### src/rtl/operand_fetch_ctrl_pkg.sv
// -----------------------------------------------------------------------------
// operand_fetch_ctrl_pkg
// Shared definitions for the operand fetch controller and its pair FIFO.
//   - Geometry of the 16-sector operand memory (sector / word address widths,
//     8-bit linear address, ROM sector index).
//   - Command widths: an 8-bit count where 0 encodes 256, widened to 9 bits.
//   - Controller FSM state encoding.
// No ports (package).
// -----------------------------------------------------------------------------
package operand_fetch_ctrl_pkg;

  localparam int ADDR_W     = 4;   // word address inside a sector
  localparam int SECTOR_W   = 4;   // sector select
  localparam int LIN_ADDR_W = 8;   // {sector, addr} linear pointer
  localparam int ROM_SECTOR = 15;  // read-only sector, read like any other
  localparam int COUNT_W    = 8;   // command pair count as presented
  localparam int PAIRS_W    = 9;   // widened so that 256 pairs is representable

  typedef enum logic [1:0] {
    ST_IDLE  = 2'd0,
    ST_ISSUE = 2'd1,
    ST_DRAIN = 2'd2
  } state_e;

  // A count of zero means a full sweep of 256 pairs.
  function automatic logic [PAIRS_W-1:0] pairs_from_count(input logic [COUNT_W-1:0] c);
    return (c == '0) ? (PAIRS_W'(1) << COUNT_W) : {1'b0, c};
  endfunction

endpackage

### src/rtl/operand_fetch_ctrl_pair_fifo.sv
// -----------------------------------------------------------------------------
// opf_pair_fifo
// Synchronous FIFO holding fetched word pairs plus their last flag.
// Simultaneous push and pop is supported in every fill state, including full.
// Ports:
//   clock  in   rising-edge clock
//   reset  in   synchronous, active-high; empties the FIFO
//   push   in   write wdata this cycle (caller guarantees room or a same-cycle pop)
//   pop    in   drop the head entry this cycle (caller guarantees not empty)
//   wdata  in   WIDTH-bit entry
//   rdata  out  head entry (valid while empty is low)
//   count  out  current number of stored entries, 0..DEPTH
//   empty  out  no entries stored
// -----------------------------------------------------------------------------
module opf_pair_fifo #(
  parameter int DEPTH = 4,
  parameter int WIDTH = 33
) (
  input  logic                     clock,
  input  logic                     reset,
  input  logic                     push,
  input  logic                     pop,
  input  logic [WIDTH-1:0]         wdata,
  output logic [WIDTH-1:0]         rdata,
  output logic [$clog2(DEPTH):0]   count,
  output logic                     empty
);

  localparam int PTR_W = (DEPTH > 1) ? $clog2(DEPTH) : 1;
  localparam int CNT_W = $clog2(DEPTH) + 1;

  logic [WIDTH-1:0] mem_q [DEPTH];
  logic [PTR_W-1:0] wr_q, rd_q;
  logic [CNT_W-1:0] count_q;

  function automatic logic [PTR_W-1:0] ptr_inc(input logic [PTR_W-1:0] p);
    return (p == PTR_W'(DEPTH - 1)) ? '0 : p + PTR_W'(1);
  endfunction

  // NOTE: storage is deliberately not reset; only the pointers and the count
  // define what is valid, so clearing the array would only cost reset fan-out.
  always_ff @(posedge clock) begin
    if (push) mem_q[wr_q] <= wdata;
  end

  // NOTE: state is updated with non-blocking assignments so every register
  // samples the pre-edge values, independent of statement order.
  always_ff @(posedge clock) begin
    if (reset) begin
      wr_q    <= '0;
      rd_q    <= '0;
      count_q <= '0;
    end else begin
      if (push) wr_q <= ptr_inc(wr_q);
      if (pop)  rd_q <= ptr_inc(rd_q);
      case ({push, pop})
        2'b10:   count_q <= count_q + CNT_W'(1);
        2'b01:   count_q <= count_q - CNT_W'(1);
        default: count_q <= count_q;
      endcase
    end
  end

  assign rdata = mem_q[rd_q];
  assign count = count_q;
  assign empty = (count_q == '0);

endmodule

### src/rtl/operand_fetch_ctrl.sv
// -----------------------------------------------------------------------------
// operand_fetch_ctrl
// Read-side initiator for the 16-sector operand memory. A start command sweeps
// both read ports over linear address ranges and returns word pairs as a
// valid/ready stream. A credit rule (pairs in flight + pairs buffered must stay
// below FIFO_DEPTH) hides read latency and absorbs backpressure without loss.
// When the FIFO is empty the arriving pair is presented directly (fall-through),
// so the first pair is visible READ_LATENCY+1 cycles after the start cycle.
//
// Optional feature: define OPF_STRIDE_EN to add per-port stride inputs latched
// at start; otherwise each pointer advances by 1 per issue.
//
// Ports:
//   clock, reset                    clock; synchronous active-high reset
//   start                           command strobe, accepted only in IDLE
//   base_1, base_2                  start linear addresses {sector, addr}
//   count                           pairs to fetch, 0 means 256
//   stride_1, stride_2              (OPF_STRIDE_EN only) pointer step mod 256
//   read_add_x, read_sector_selector_x   memory address / sector per port
//   read_data_x                     memory read data, READ_LATENCY after address
//   out_data_1, out_data_2          fetched pair
//   out_valid, out_ready, out_last  output stream handshake, last pair flag
//   busy                            command in progress until last pair consumed
//   done                            one-cycle pulse after the last handshake
// -----------------------------------------------------------------------------
module operand_fetch_ctrl
  import operand_fetch_ctrl_pkg::*;
#(
  parameter int READ_LATENCY = 1,
  parameter int FIFO_DEPTH   = 4,
  parameter int DATA_W       = 16
) (
  input  logic                  clock,
  input  logic                  reset,
  input  logic                  start,
  input  logic [LIN_ADDR_W-1:0] base_1,
  input  logic [LIN_ADDR_W-1:0] base_2,
  input  logic [COUNT_W-1:0]    count,
`ifdef OPF_STRIDE_EN
  input  logic [LIN_ADDR_W-1:0] stride_1,
  input  logic [LIN_ADDR_W-1:0] stride_2,
`endif
  output logic [ADDR_W-1:0]     read_add_1,
  output logic [ADDR_W-1:0]     read_add_2,
  output logic [SECTOR_W-1:0]   read_sector_selector_1,
  output logic [SECTOR_W-1:0]   read_sector_selector_2,
  input  logic [DATA_W-1:0]     read_data_1,
  input  logic [DATA_W-1:0]     read_data_2,
  output logic [DATA_W-1:0]     out_data_1,
  output logic [DATA_W-1:0]     out_data_2,
  output logic                  out_valid,
  input  logic                  out_ready,
  output logic                  out_last,
  output logic                  busy,
  output logic                  done
);

  localparam int CNT_W  = $clog2(FIFO_DEPTH) + 1;
  localparam int FIFO_W = 2 * DATA_W + 1;

  state_e                state_q, state_d;
  logic [LIN_ADDR_W-1:0] ptr_1_q, ptr_2_q;
  logic [LIN_ADDR_W-1:0] step_1, step_2;
  logic [PAIRS_W-1:0]    total_q, issued_q;
  logic                  done_q;

  logic                  accept, issue, issue_last;
  logic [CNT_W-1:0]      in_flight, fifo_count;
  logic [CNT_W:0]        credit_used;
  logic                  arr_valid, arr_last;
  logic                  fifo_empty, push, pop, last_hs;
  logic [FIFO_W-1:0]     fifo_rdata;

`ifdef OPF_STRIDE_EN
  logic [LIN_ADDR_W-1:0] stride_1_q, stride_2_q;

  always_ff @(posedge clock) begin
    if (reset) begin
      stride_1_q <= '0;
      stride_2_q <= '0;
    end else if (accept) begin
      stride_1_q <= stride_1;
      stride_2_q <= stride_2;
    end
  end

  assign step_1 = stride_1_q;
  assign step_2 = stride_2_q;
`else
  assign step_1 = LIN_ADDR_W'(1);
  assign step_2 = LIN_ADDR_W'(1);
`endif

  assign accept      = (state_q == ST_IDLE) && start;
  assign credit_used = {1'b0, in_flight} + {1'b0, fifo_count};
  assign issue       = (state_q == ST_ISSUE) && (credit_used < (CNT_W+1)'(FIFO_DEPTH));
  assign issue_last  = (issued_q + PAIRS_W'(1) == total_q);

  // Read-latency pipe: carries only valid/last; the data itself is taken from
  // read_data on the cycle the entry leaves the pipe.
  if (READ_LATENCY == 0) begin : g_no_pipe
    assign arr_valid = issue;
    assign arr_last  = issue && issue_last;
    assign in_flight = '0;
  end else begin : g_pipe
    logic [READ_LATENCY-1:0] vld_q, lst_q;

    always_ff @(posedge clock) begin
      if (reset) begin
        vld_q <= '0;
        lst_q <= '0;
      end else begin
        vld_q[0] <= issue;
        lst_q[0] <= issue && issue_last;
        for (int i = 1; i < READ_LATENCY; i++) begin
          vld_q[i] <= vld_q[i-1];
          lst_q[i] <= lst_q[i-1];
        end
      end
    end

    assign arr_valid = vld_q[READ_LATENCY-1];
    assign arr_last  = lst_q[READ_LATENCY-1];

    // NOTE: every variable written in always_comb gets a default first, so no
    // path can leave it unassigned and infer a latch.
    always_comb begin
      in_flight = '0;
      for (int i = 0; i < READ_LATENCY; i++) in_flight = in_flight + CNT_W'(vld_q[i]);
    end
  end

  // An arriving pair bypasses the FIFO only when the FIFO is empty and the
  // consumer takes it this very cycle; otherwise it is queued behind the head.
  assign push = arr_valid && !(fifo_empty && out_ready);
  assign pop  = !fifo_empty && out_ready;

  opf_pair_fifo #(
    .DEPTH (FIFO_DEPTH),
    .WIDTH (FIFO_W)
  ) u_fifo (
    .clock (clock),
    .reset (reset),
    .push  (push),
    .pop   (pop),
    .wdata ({arr_last, read_data_1, read_data_2}),
    .rdata (fifo_rdata),
    .count (fifo_count),
    .empty (fifo_empty)
  );

  assign out_valid = !fifo_empty || arr_valid;
  assign {out_last, out_data_1, out_data_2} =
      fifo_empty ? {arr_last, read_data_1, read_data_2} : fifo_rdata;
  assign last_hs = out_valid && out_ready && out_last;

  always_comb begin
    state_d = state_q;
    case (state_q)
      ST_IDLE:  if (start) state_d = ST_ISSUE;
      // With zero read latency the last pair can be consumed in its issue cycle.
      ST_ISSUE: if (last_hs)                 state_d = ST_IDLE;
                else if (issue && issue_last) state_d = ST_DRAIN;
      ST_DRAIN: if (last_hs) state_d = ST_IDLE;
      default:  state_d = ST_IDLE;
    endcase
  end

  always_ff @(posedge clock) begin
    if (reset) begin
      state_q  <= ST_IDLE;
      ptr_1_q  <= '0;
      ptr_2_q  <= '0;
      total_q  <= '0;
      issued_q <= '0;
      done_q   <= 1'b0;
    end else begin
      state_q <= state_d;
      done_q  <= last_hs;
      if (accept) begin
        ptr_1_q  <= base_1;
        ptr_2_q  <= base_2;
        total_q  <= pairs_from_count(count);
        issued_q <= '0;
      end else if (issue) begin
        ptr_1_q  <= ptr_1_q + step_1;
        ptr_2_q  <= ptr_2_q + step_2;
        issued_q <= issued_q + PAIRS_W'(1);
      end
    end
  end

  assign read_sector_selector_1 = ptr_1_q[LIN_ADDR_W-1 -: SECTOR_W];
  assign read_sector_selector_2 = ptr_2_q[LIN_ADDR_W-1 -: SECTOR_W];
  assign read_add_1             = ptr_1_q[ADDR_W-1:0];
  assign read_add_2             = ptr_2_q[ADDR_W-1:0];

  assign busy = (state_q != ST_IDLE);
  assign done = done_q;

endmodule

### config.mk
export PLATFORM = sky130hd
export DESIGN_NAME = operand_fetch_ctrl
export DESIGN_NICKNAME = d
export VERILOG_FILES = /design/src/rtl/operand_fetch_ctrl_pkg.sv /design/src/rtl/operand_fetch_ctrl_pair_fifo.sv /design/src/rtl/operand_fetch_ctrl.sv
export SDC_FILE = /design/constraint.sdc
export NUM_CORES = 1
export LEC_CHECK = 0
export CELL_PAD_IN_SITES_DETAIL_PLACEMENT = 1
export CELL_PAD_IN_SITES_GLOBAL_PLACEMENT = 1
export CORE_AREA = 2 2 133 135
export CTS_CLUSTER_DIAMETER = 80
export DETAILED_ROUTE_END_ITERATION = 8
export DIE_AREA = 0 0 135 137
export PLACE_DENSITY = 0.77
export SLEW_MARGIN = 20
export SYNTH_ARGS = -nofsm -noshare
export SYNTH_HDL_FRONTEND = slang
export SYNTH_SLANG_ARGS = --single-unit
### constraint.sdc
create_clock -name clock -period 2.8 [get_ports clock]
set_input_delay 0.7 -clock clock [delete_from_list [all_inputs] [get_ports clock]]
set_output_delay 0.7 -clock clock [all_outputs]
set_load 0.02 [all_outputs]
# Word level (Yosys, flattened, before mapping)

Memories as Yosys holds them, arrays and structs flattened. A register that Yosys moved wholly into a read port is not among the register bits.
Cells that the tools add are included.

Output and inout bits: 52
Memories: 1
Register bits: 46
Word-level logic and storage cells: 68
Input bits: 60
Bits in writable memories: 132

Mux-type cells: 18
Add/subtract/negate cells: 8
Reduce and logical (&&, ||, !) cells: 19
Equality and inequality tests: 10
$lt $le $gt $ge: 1

Memories:

| name         | depth | bits a word | rd ports | clocked after Yosys merged registers in | wr ports | line                               | text |
|---|---|---|---|---|---|---|---|
| u_fifo.mem_q | 4     | 33          | 1        | 1                                       | 1        | operand_fetch_ctrl_pair_fifo.sv:32 | `logic [WIDTH-1:0] mem_q [DEPTH];` |

Operators by type and width:

| kind                                                                         | number |
|---|---|
| 33-bit two-way mux                                                           | 1 |
| 8-bit two-way mux                                                            | 4 |
| 8-bit by 1-bit adder with 8-bit output, second input constant                | 2 |
| 2-bit two-way mux                                                            | 8 |
| 9-bit by 1-bit adder with 9-bit output, second input constant                | 1 |
| 9-bit equality test                                                          | 1 |
| 9-bit two-way mux                                                            | 1 |
| 2-bit equality test, second input constant                                   | 4 |
| 1-bit logical AND                                                            | 8 |
| 8-bit zero test                                                              | 1 |
| 2-bit one-hot mux with 3 select lines                                        | 1 |
| 3-bit one-hot mux with 2 select lines                                        | 1 |
| 2-bit nonzero test                                                           | 3 |
| 1-bit by 3-bit adder with 4-bit output                                       | 1 |
| 2-bit by 1-bit adder with 2-bit output, second input constant                | 2 |
| 2-bit by 1-bit equality test with 1-bit output, second input constant        | 2 |
| 4-bit by 3-bit less-than comparator with 1-bit output, second input constant | 1 |
| 2-bit != test, second input constant                                         | 2 |
| 3-bit by 1-bit adder with 3-bit output, second input constant                | 1 |
| 3-bit zero test                                                              | 1 |
| 3-bit by 2-bit != test with 1-bit output, second input constant              | 1 |
| 3-bit AND reduction                                                          | 1 |
| 3-bit by 1-bit subtractor with 3-bit output, second input constant           | 1 |
| 1-bit zero test                                                              | 2 |
| other kinds (4)                                                              | 5 |

# Longest topological paths before layout

Depth after elaboration: 7
Mapped depth: 9
Mapped depth without buffers: 9

# Modules after synthesis

Synthesis repeated with hierarchy kept, for this count alone.

Cell total of the unflattened synthesis: 503
Area, all modules: 7719.9 sq um

By module, submodules not included:

| module             | area an instance (sq um) | seq. area each (sq um) | times used | cells an instance |
|---|---|---|---|---|
| opf_pair_fifo      | 5250.0                   | 4144.0                 | 1          | 220 |
| operand_fetch_ctrl | 2469.9                   | 780.7                  | 1          | 283 |

# Worst setup path after synthesis

Ideal clock, no wire load.

Kind: in2reg
Start point: input out_ready
End point: memory u_fifo.mem_q[3][0] (enable)
Cell stages on the path: 2
Path buffers: 0
Setup slack: 0.488 ns
Data required time: 2.407 ns
Arrival time: 1.918 ns
Setup time: 0.393 ns
Cell sequence: a21boi_1 -> and2_1

Longest elaborated chain between the ends: 5

RTL lines:

| element                                 | line                               | text |
|---|---|---|
| start: declaration                      | operand_fetch_ctrl.sv:52           | `input logic out_ready,` |
| 1-bit logical AND                       | operand_fetch_ctrl.sv:135          | `assign push = arr_valid && !(fifo_empty && out_ready);` |
| 1-bit zero test                         | operand_fetch_ctrl.sv:135          |  |
| 1-bit logical AND                       | operand_fetch_ctrl.sv:135          |  |
| 1-bit two-way mux                       | operand_fetch_ctrl_pair_fifo.sv:43 | `if (push) mem_q[wr_q] <= wdata;` |
| 1-bit two-way mux (implied by the code) | operand_fetch_ctrl_pair_fifo.sv:43 |  |
| end: declaration                        | operand_fetch_ctrl_pair_fifo.sv:32 |  |

No other way between the ends.

==> impl_metrics.ini <==
[outcome]
outcome = finished, final reports clean

[worst_setup_path]
worst_ep_arrival_time_ps = 2050
crit_fanout = 9
crit_type = flip-flop to primary output
cp-start-kind = flip-flop
critPathCaptureType = primary output
required_ps = 2100

[die]
core_um2 = 17060
dieArea_um2 = 18500
rows = 48
start_util = 0.4458
die_w_um = 135
ios = 112
die_height_um = 137

[sta]
fmax_ghz = 0.3635
whs_ps = 469.0
fin_setup_tns_ps = 0
clock_skew_ps = 10.25
period_share = 0.9826
relSlewSlack = 0.6469
tightest_slew_ps = 527.7
setup_viol = 0
slew_violations = 0
hold_viol = 0
min_period_ps = 2751
rsz0062_at_grt = true
final.setup.worst_slack_ps = 48.61

[detailed_routing]
dr.pass1.iters = 5
drc = 0
drtIter0Drc = 232
wl_per_cell_um = 18.89
num_vias = 4747
antenna_left = 0
avgViaCountPerCell = 5.328
totalWireLength_um = 16830

[global_routing]
grtUsageMet3 = 0.04519
globalRouteMet1Util = 0.2368
gr-usage-all-layers = 0.1965
grt.busiest_layer = met2
antenna_found_initial = 0
grt_max_degree = 37
grt-ovfl-total = 0
grt_pass1_vias = 5247
grt_pass1_wl_um = 27580
grtUsageMet2 = 0.3494

[cts]
htreeDepth = 4
cts.sinks = 180
clockBufferDepth = 2
clkTransAtPathRegs_ps = 70
root_buffer = clkbuf_16
clk_latency_ps = 440
ctsHoldBuffers = 0
tritoncts = built
cts-buffers-inserted = 17

[placed_design]
place_area_um2 = 9301
gp_congestion = 0.7882
dp_slack_ps = 44.65
dp_hpwl_um = 11200
numPortBuffers = 111

[power_and_ir_drop]
clock_power_share = 0.329
seqPwrFrac = 0.422
irDropWorstVdd_mv = 0.4666
power.density_nw_per_um2 = 742.7
p_leak_nw = 3.420
comb_power_share = 0.250
internal_power_w = 0.005185
power.net_switching_w = 0.002111
p_sw_frac = 0.2894

[logic_synthesis]
ys_types = 51
synth_fa_ha_area_frac = 0.01744
yosys_warnings = 0
ys_seq_elements = 180
synth_top_flop_cell = edfxtp_1
synth-xor-area-share = 0.03225
yosys.area_share.simple = 0.08902
yosys.area.top_type = edfxtp_1
avgSynthCellArea_um2 = 15.18
yosys.area.top_type_share = 0.5213
yosysSeqAreaShare = 0.6477
synth_compound_area_frac = 0.04476
yosys-top-cells-count = edfxtp_1 (132), dfxtp_1 (48), nor2_1 (42)
async_reset_ff_frac = 0
synth.most_common_cell = edfxtp_1
synth_area_leaders = edfxtp_1 (52%), dfxtp_1 (13%), mux4_2 (9.8%), mux2_2 (4.9%), nor2_1 (2.1%)
synthMuxAreaShare = 0.1479
synth_top_family_by_area = multiplexers
synth_edf_count = 132
syn-num-nets = 571
syn_inst = 501
syn_area_um2 = 7604

[finish]
layout.nets = 723
areaGrowthSynthToFinish_pct = 29.19
diodes = 0
drive_above_1_share = 0.2853
final_cell_area_um2 = 9823

[run]
max-cap-violations = 0

[worst_hold_path]
hold_class = flip-flop to flip-flop
-- power groups by stage --
stage | sequential (W) | combinational [W] | clock, W
after floorplan | 0.00313 | 0.00111 | 0
after global placement | 0.00311 | 0.00186 | 0
after detailed placement | 0.00313 | 0.00192 | 0
after CTS | 0.00307 | 0.00187 | 0.00245
after global routing | 0.00309 | 0.00196 | 0.00254
final | 0.00308 | 0.00182 | 0.00240
-- flip-flops by register name, summed over array words and instances (netlist names), named ones only --
signal and count:
arr_last 1, arr_valid 1, done 1, issued_q 9, ptr_1_q 8, ptr_2_q 8, state_q 2, total_q 9
u_fifo.count 3, u_fifo.mem_q 132, u_fifo.rd_q 2, u_fifo.wr_q 2
-- timing repair --
action	4_1_cts	5_1_grt
endpoints found under the hold margin	0	0
resized for setup	109	15
endpoints found under the setup margin	33	20
gates cloned	1	0
setup buffers	0	4
-- routing by layer --
| metal | vias up | part of all wire |
|---|---|---|
| li1 | 2226 | - |
| met1 | 2375 | 0.41 |
| met2 | 122 | 0.52 |
| met3 | 24 | 0.050 |
| met4 | 0 | 0.017 |
| met5 | - | 0 |
-- critical path, cell delays in order, from the launching register on --
cell and delay, ps:
dfxtp_4 420, buf_12 150, buf_4 110, mux4_2 510
mux2_2 270, clkbuf_2 150
-- final timing paths --
path	start	endpoint	slack, ps	cells after the start
setup reg to reg	u_fifo.count[2]	u_fifo.count[2]	420	10
hold reg to reg	total_q[4]	total_q[4]	470	2
setup / recovery	flip-flop	out_data_2[12]	50	5
hold / removal	total_q[4]	total_q[4]	470	2
-- final cells by class --
cell class                 instances  area, um2
clock buffer                      17      425.4
fill                            1644       7233
sequential                       180       4928
tap                              225      281.5
clock inverter                    15      176.4
multi-input combinational        285       2526
inverter                          11      41.29
timing repair buffer             158       1444
-- layout by cell type (no fill, tap or decap), types with 9 or more instances in the layout --
cell type / synthesis / routed
nand3_1: 10 / 10
dfxtp_1: 48 / 47
a21oi_1: 18 / 18
ha_1: 9 / 9
inv_1: 11 / 11
clkbuf_16: 0 / 17
clkdlybuf4s50_1: 0 / 78
edfxtp_1: 132 / 132
nand2_1: 30 / 30
a211oi_1: 10 / 10
buf_2: 4 / 23
mux4_2: 33 / 33
xnor2_1: 17 / 17
mux2_2: 33 / 33
and3_1: 13 / 13
nor2_1: 42 / 42
xor2_1: 11 / 11
buf_4: 1 / 38
-- per-stage QoR --
step,util,std cells,power (W)
3_3_place_gp,0.5453,854,0.004975
6_report,0.5759,891,0.007296
3_5_place_dp,0.5453,854,0.005041
2_1_floorplan,-,501,0.004236
5_1_grt,0.5759,891,0.007596
4_1_cts,0.5787,887,0.007387
-- logic make-up after synthesis --
kind of cell	Yosys count
DFF	180
muxes	67
buffers and inverters	36
adders and majority gates	10
and+or+nand+nor	133
xor gates and xnor gates	28
AOI/OAI and AO/OA	47
Note: power is estimated with default switching activity, not from simulation.
==> variant 1: new RTL, same flow settings <==
Add a define of `OPF_STRIDE_EN`.
--- a/src/rtl/operand_fetch_ctrl.sv
+++ b/src/rtl/operand_fetch_ctrl.sv
@@ -25,2 +25,4 @@
 // -----------------------------------------------------------------------------
+`define OPF_STRIDE_EN
+
 module operand_fetch_ctrl
Ports: changed (added stride_1 and stride_2); port bits go from 112 to 128. No check against the original RTL was run, so the function may have changed too.
==> variant 1 against the original RTL <==
Count of clock-buffer cells in the layout unchanged. Cell count grew 21%. Maximum frequency fell by 0.12%. Critical path depth unchanged. Utilization up 6.0 points. Area after synthesis increased by 12%. Register-to-register slack worse by 0.23 ns. Worst setup slack got worse by 0.0033 ns. Power increased by 15%. Clock skew decreased by 0.0015 ns. Sequential cell count is 16 higher. Routed wire length up 29%. First-iteration DRC count rose by 40%. Final area grew 10%.
==> variant 1: results (changes against the original RTL) <==
=====================================================================
Peak per-stage delay on the critical path                     0.49 ns   -0.02 ns
Overall global routing resource usage                           24.8%   +5.1 points
Final estimated routing congestion in global placement          0.796   +0.93%
Yosys reg bits                                                    196   +8.9%
Number of cells produced by synthesis                             690   +38%
Metal-1 WL                                                    8740 um   +26%
Fraction of area in multi-input gates                           28.3%   +2.6 points
Biggest fanout along the worst timing path                         10   +1
Proportion of layout cells with a drive suffix above 1          14.8%   -14 points
Share of the yosys chip area belonging to registers             61.7%   -3.1 points
Synthesized Nets                                                  790   +38%
Metal3 WL                                                     1140 um   +37%
Half-perimeter wire length after placement                   14800 um   +32%
WL/cell                                                       20.1 um   +6.4%
Setup Skew                                                 0.00870 ns   -0.00155 ns
Yosys cell types                                                   47   -7.8%
Power share of the combinational group                          32.7%   +7.7 points
Non-clock buffer share                                          15.0%   +0.33 points
Switching Share                                                 34.0%   +5.1 points
Multi-input gates                                                 444   +56%
Relative max-transition margin                                  57.9%   -6.8 points
Leading cell types by count after synthesis              sky130_fd_sc_hd__nand2_1 (178), sky130_fd_sc_hd__edfxtp_1 (132), sky130_fd_sc_hd__dfxtp_1 (64)
Setup slack at placement                                   -0.0910 ns   -0.136 ns
Input/output buffers                                              127   +14%
Number of non-clock buffers in the layout                         167   +5.7%
Run status                                               finished clean
=====================================================================
[variant 1: changes by cell type after synthesis, moves of 5 or more]
cell | before | now
sky130_fd_sc_hd__nand2_1 | 30 | 178
sky130_fd_sc_hd__dfxtp_1 | 48 | 64
sky130_fd_sc_hd__inv_1 | 11 | 18
sky130_fd_sc_hd__o21ai_0 | 3 | 13
sky130_fd_sc_hd__nor3_1 | 5 | 10
sky130_fd_sc_hd__a21oi_1 | 18 | 48
sky130_fd_sc_hd__buf_2 | 4 | 9
sky130_fd_sc_hd__mux2_2 | 33 | 2
sky130_fd_sc_hd__nor2_1 | 42 | 24
sky130_fd_sc_hd__ha_1 | 9 | 21
[variant 1: through the flow]
stage	cell area (sq um)	setup TNS, ns	cells	util (%)	hold WS (ns)
2_1_floorplan	8500	0	690	-	0.440
3_3_place_gp	10300	0	1048	60.3	0.448
3_5_place_dp	10300	-0.0910	1048	60.3	0.454
4_1_cts	10900	0	1081	63.6	0.464
5_1_grt	10900	-0.169	1082	63.6	0.487
6_report	10900	0	1082	63.6	0.465
[variant 1: path summary, 6_finish.rpt]
path	endpoint	depth (start not counted)	slack (ns)	from
min	step_1[2]	2	0.46	step_1[2]
max	out_last	5	0.05	register
min reg2reg	step_1[2]	2	0.46	step_1[2]
max reg2reg	u_fifo.count[2]	11	0.19	u_fifo.count[0]
[variant 1: logic make-up after synthesis]
family,count (synthesis)
compound gates,101
flops,196
xor+xnor,26
fa+ha+maj,24
simple gates,258
buf+inv,50
mux,35
[variant 1: what timing repair did]
action                     CTS  global route
cloned                       1             0
gates resized for setup     43            13
buffers inserted             0             1
hold endpoints to repair     0             0
setup endpoints to repair   33            15
[variant 1: critical path, delay by kind of cell, from the launching register on]
kind	cells	cell delay, ns
flops	1	0.43
buf+inv	2	0.52
mux	1	0.49
simple gates	2	0.17
==> variant 2: new RTL, same settings <==
Made on the original files. Encoding of `state_e`: now one-hot (3 bits for 3 states).
--- a/src/rtl/operand_fetch_ctrl_pkg.sv
+++ b/src/rtl/operand_fetch_ctrl_pkg.sv
@@ -18,6 +18,6 @@
 
-  typedef enum logic [1:0] {
-    ST_IDLE  = 2'd0,
-    ST_ISSUE = 2'd1,
-    ST_DRAIN = 2'd2
+  typedef enum logic [2:0] {
+    ST_IDLE  = 3'b001,
+    ST_ISSUE = 3'b010,
+    ST_DRAIN = 3'b100
   } state_e;
Formal check against the unedited RTL: same outputs for any inputs over 4 cycles, from zero or initial values and one cycle with reset high; so few cycles prove little.
==> variant 2 against the original RTL <==
Sequential cell count grew 1. Critical endpoint is now out_data_1[15]. Worst setup slack lost 0.015 ns. Routed wire length grew 2.6%. Highest routed layer unchanged. Largest cell class unchanged. Final area grew 0.14%. Via count grew 0.78%. Maximum frequency shrank 0.52%. Area after synthesis grew 0.39%. Critical path type unchanged.
Power is not compared: it rests on default switching activity, and its combinational part moved more than twofold at a synthesized area within 25%.
==> variant 2: results (changes against the original RTL) <==
====================================================================================
Run status                                                              finished clean
WL/cell                                                                      19.3 um   +2.4%
First-pass GRT wire length                                                  27200 um   -1.5%
CP Data Arrival Time                                                         2.07 ns   +0.02 ns
Overall via count from detail_route                                             4784   +0.78%
Cell types occupying the most area after synthesis                      sky130_fd_sc_hd__edfxtp_1 (52%), sky130_fd_sc_hd__dfxtp_1 (13%), sky130_fd_sc_hd__mux4_2 (9.7%)
Worst Min Path Start                                                      total_q[8]
Overall global routing resource usage                                          19.3%   -0.38 points
Relative max-transition margin                                                 56.9%   -7.8 points
Critical-path top delay cell                                            sky130_fd_sc_hd__mux4_2
Total power draw                                                           0.00578 W
Yosys cell types                                                                  47   -7.8%
Total inserted antenna cells                                                       0   unchanged
Reg2Reg Setup Slack                                                          0.38 ns   -0.04 ns
Proportion of layout cells with a drive suffix above 1                         27.5%   -0.98 points
Synthesized Nets                                                                 574   +0.53%
Final Net Count                                                                  725   +0.28%
Leading cell types by count after synthesis                             sky130_fd_sc_hd__edfxtp_1 (132), sky130_fd_sc_hd__dfxtp_1 (49), sky130_fd_sc_hd__nor2_1 (37)
Half-perimeter wire length after placement                                  11500 um   +2.3%
Peak per-stage delay on the critical path                                    0.49 ns   -0.02 ns
Final estimated routing congestion in global placement                         0.788   about the same
Largest net degree at the start of global routing                                 36   -2.7%
Internal                                                                   0.00437 W
Setup Skew                                                                0.00809 ns   -0.00216 ns
Yosys warning total                                                                0   unchanged
First-pass DRT Iterations                                                          4   -1
Biggest fanout along the worst timing path                                         7   -2
Share of flip-flops with an asynchronous set or reset after synthesis             0%   unchanged
Leakage power                                                                3.36 nW
Worst-Skew Late Latency                                                      0.44 ns   about the same
# H-tree levels                                                                    4   unchanged
Terminating pin of the worst hold path                                    total_q[8]
Share of the yosys chip area belonging to registers                            64.8%   about the same
EDFF count, synth                                                                132   unchanged
Number of hold violations in the final report                                      0   unchanged
Antenna violations before repair                                                   0   unchanged
Number of global-route vias before repair                                       5114   -2.5%
DR iter-0 viols                                                                  217   -6.5%
====================================================================================
-- variant 2: cell count changes in the layout (fill, tap and decap cells not counted), moves of 5 or more --
cell	unedited run	this run
sky130_fd_sc_hd__clkbuf_2	6	15
sky130_fd_sc_hd__nor2b_1	1	6
sky130_fd_sc_hd__buf_2	23	15
sky130_fd_sc_hd__nor2_1	42	37
sky130_fd_sc_hd__and2_1	6	1
sky130_fd_sc_hd__and3_1	13	6
sky130_fd_sc_hd__xor2_1	11	19
sky130_fd_sc_hd__xnor2_1	17	12
sky130_fd_sc_hd__nand2_1	30	35
-- variant 2: power groups by stage --
stage               clock network, W  logic (W)  registers (W)
finish                       0.00226   0.000567        0.00295
global route                 0.00240   0.000614        0.00295
CTS                          0.00231   0.000581        0.00294
detailed placement                 0   0.000598        0.00300
global placement                   0   0.000578        0.00300
floorplan                          0   0.000253        0.00302
-- variant 2: metrics by stage --
step / hold slack (ns) / util [%] / cell area [sq um] / setup WS [ns] / std cells
4_1_cts: 0.481 / 58.1 / 9900 / -0.0524 / 888
2_1_floorplan: 0.448 / - / 7630 / 0.231 / 504
5_1_grt: 0.497 / 57.7 / 9840 / -0.0391 / 893
6_report: 0.477 / 57.7 / 9840 / 0.0341 / 893
3_5_place_dp: 0.471 / 54.8 / 9350 / 0.0574 / 856
3_3_place_gp: 0.465 / 54.8 / 9350 / 0.107 / 856
-- variant 2: kinds of logic (layout without fill, tap and decap cells) --
logic type / count (synthesis) / count (layout) / share of synthesized area [%]
buf+inv: 34 / 198 / 1.84
fa+ha+maj: 10 / 10 / 1.74
mux: 69 / 69 / 15.0
flops: 181 / 181 / 64.8
compound gates: 47 / 47 / 4.20
simple gates: 132 / 132 / 8.92
xor+xnor: 31 / 31 / 3.56
-- variant 2: worst max-delay path by stage --
stage                          startpoint             end  slack, ns  cells after the start
after floorplan                  register   out_data_1[0]       0.23                      4
after global placement    read_data_1[12]  out_data_1[12]       0.11                      3
after detailed placement   read_data_2[3]   out_data_2[3]       0.06                      3
after CTS                        register   out_data_2[8]      -0.05                      4
after global routing      u_fifo.count[2]  out_data_1[15]      -0.04                      4
final                            register  out_data_1[15]       0.03                      4
-- variant 2: layout make-up --
class | instances | area (sq um)
fillers | 1650 | 7220
repair buffers | 159 | 1450
clock inverters | 14 | 139
well taps | 225 | 282
multi-input cells | 289 | 2560
clock buffers | 18 | 429
flip-flops and latches | 181 | 4950
inverters | 7 | 26.3
-- variant 2: layer usage --
layer / wire length, um / vias up / track usage, %
li1: - / 2235 / -
met1: 7490 / 2426 / 24.6
met2: 8920 / 106 / 33.2
met3: 638 / 17 / 3.41
met4: 233 / 0 / 7.06
met5: 0 / - / 0
-- variant 2: what timing repair did --
item                       in CTS  in global routing
cloned                          0                  0
setup endpoints to repair      33                 29
resized for setup              81                 33
buffers inserted                0                  5
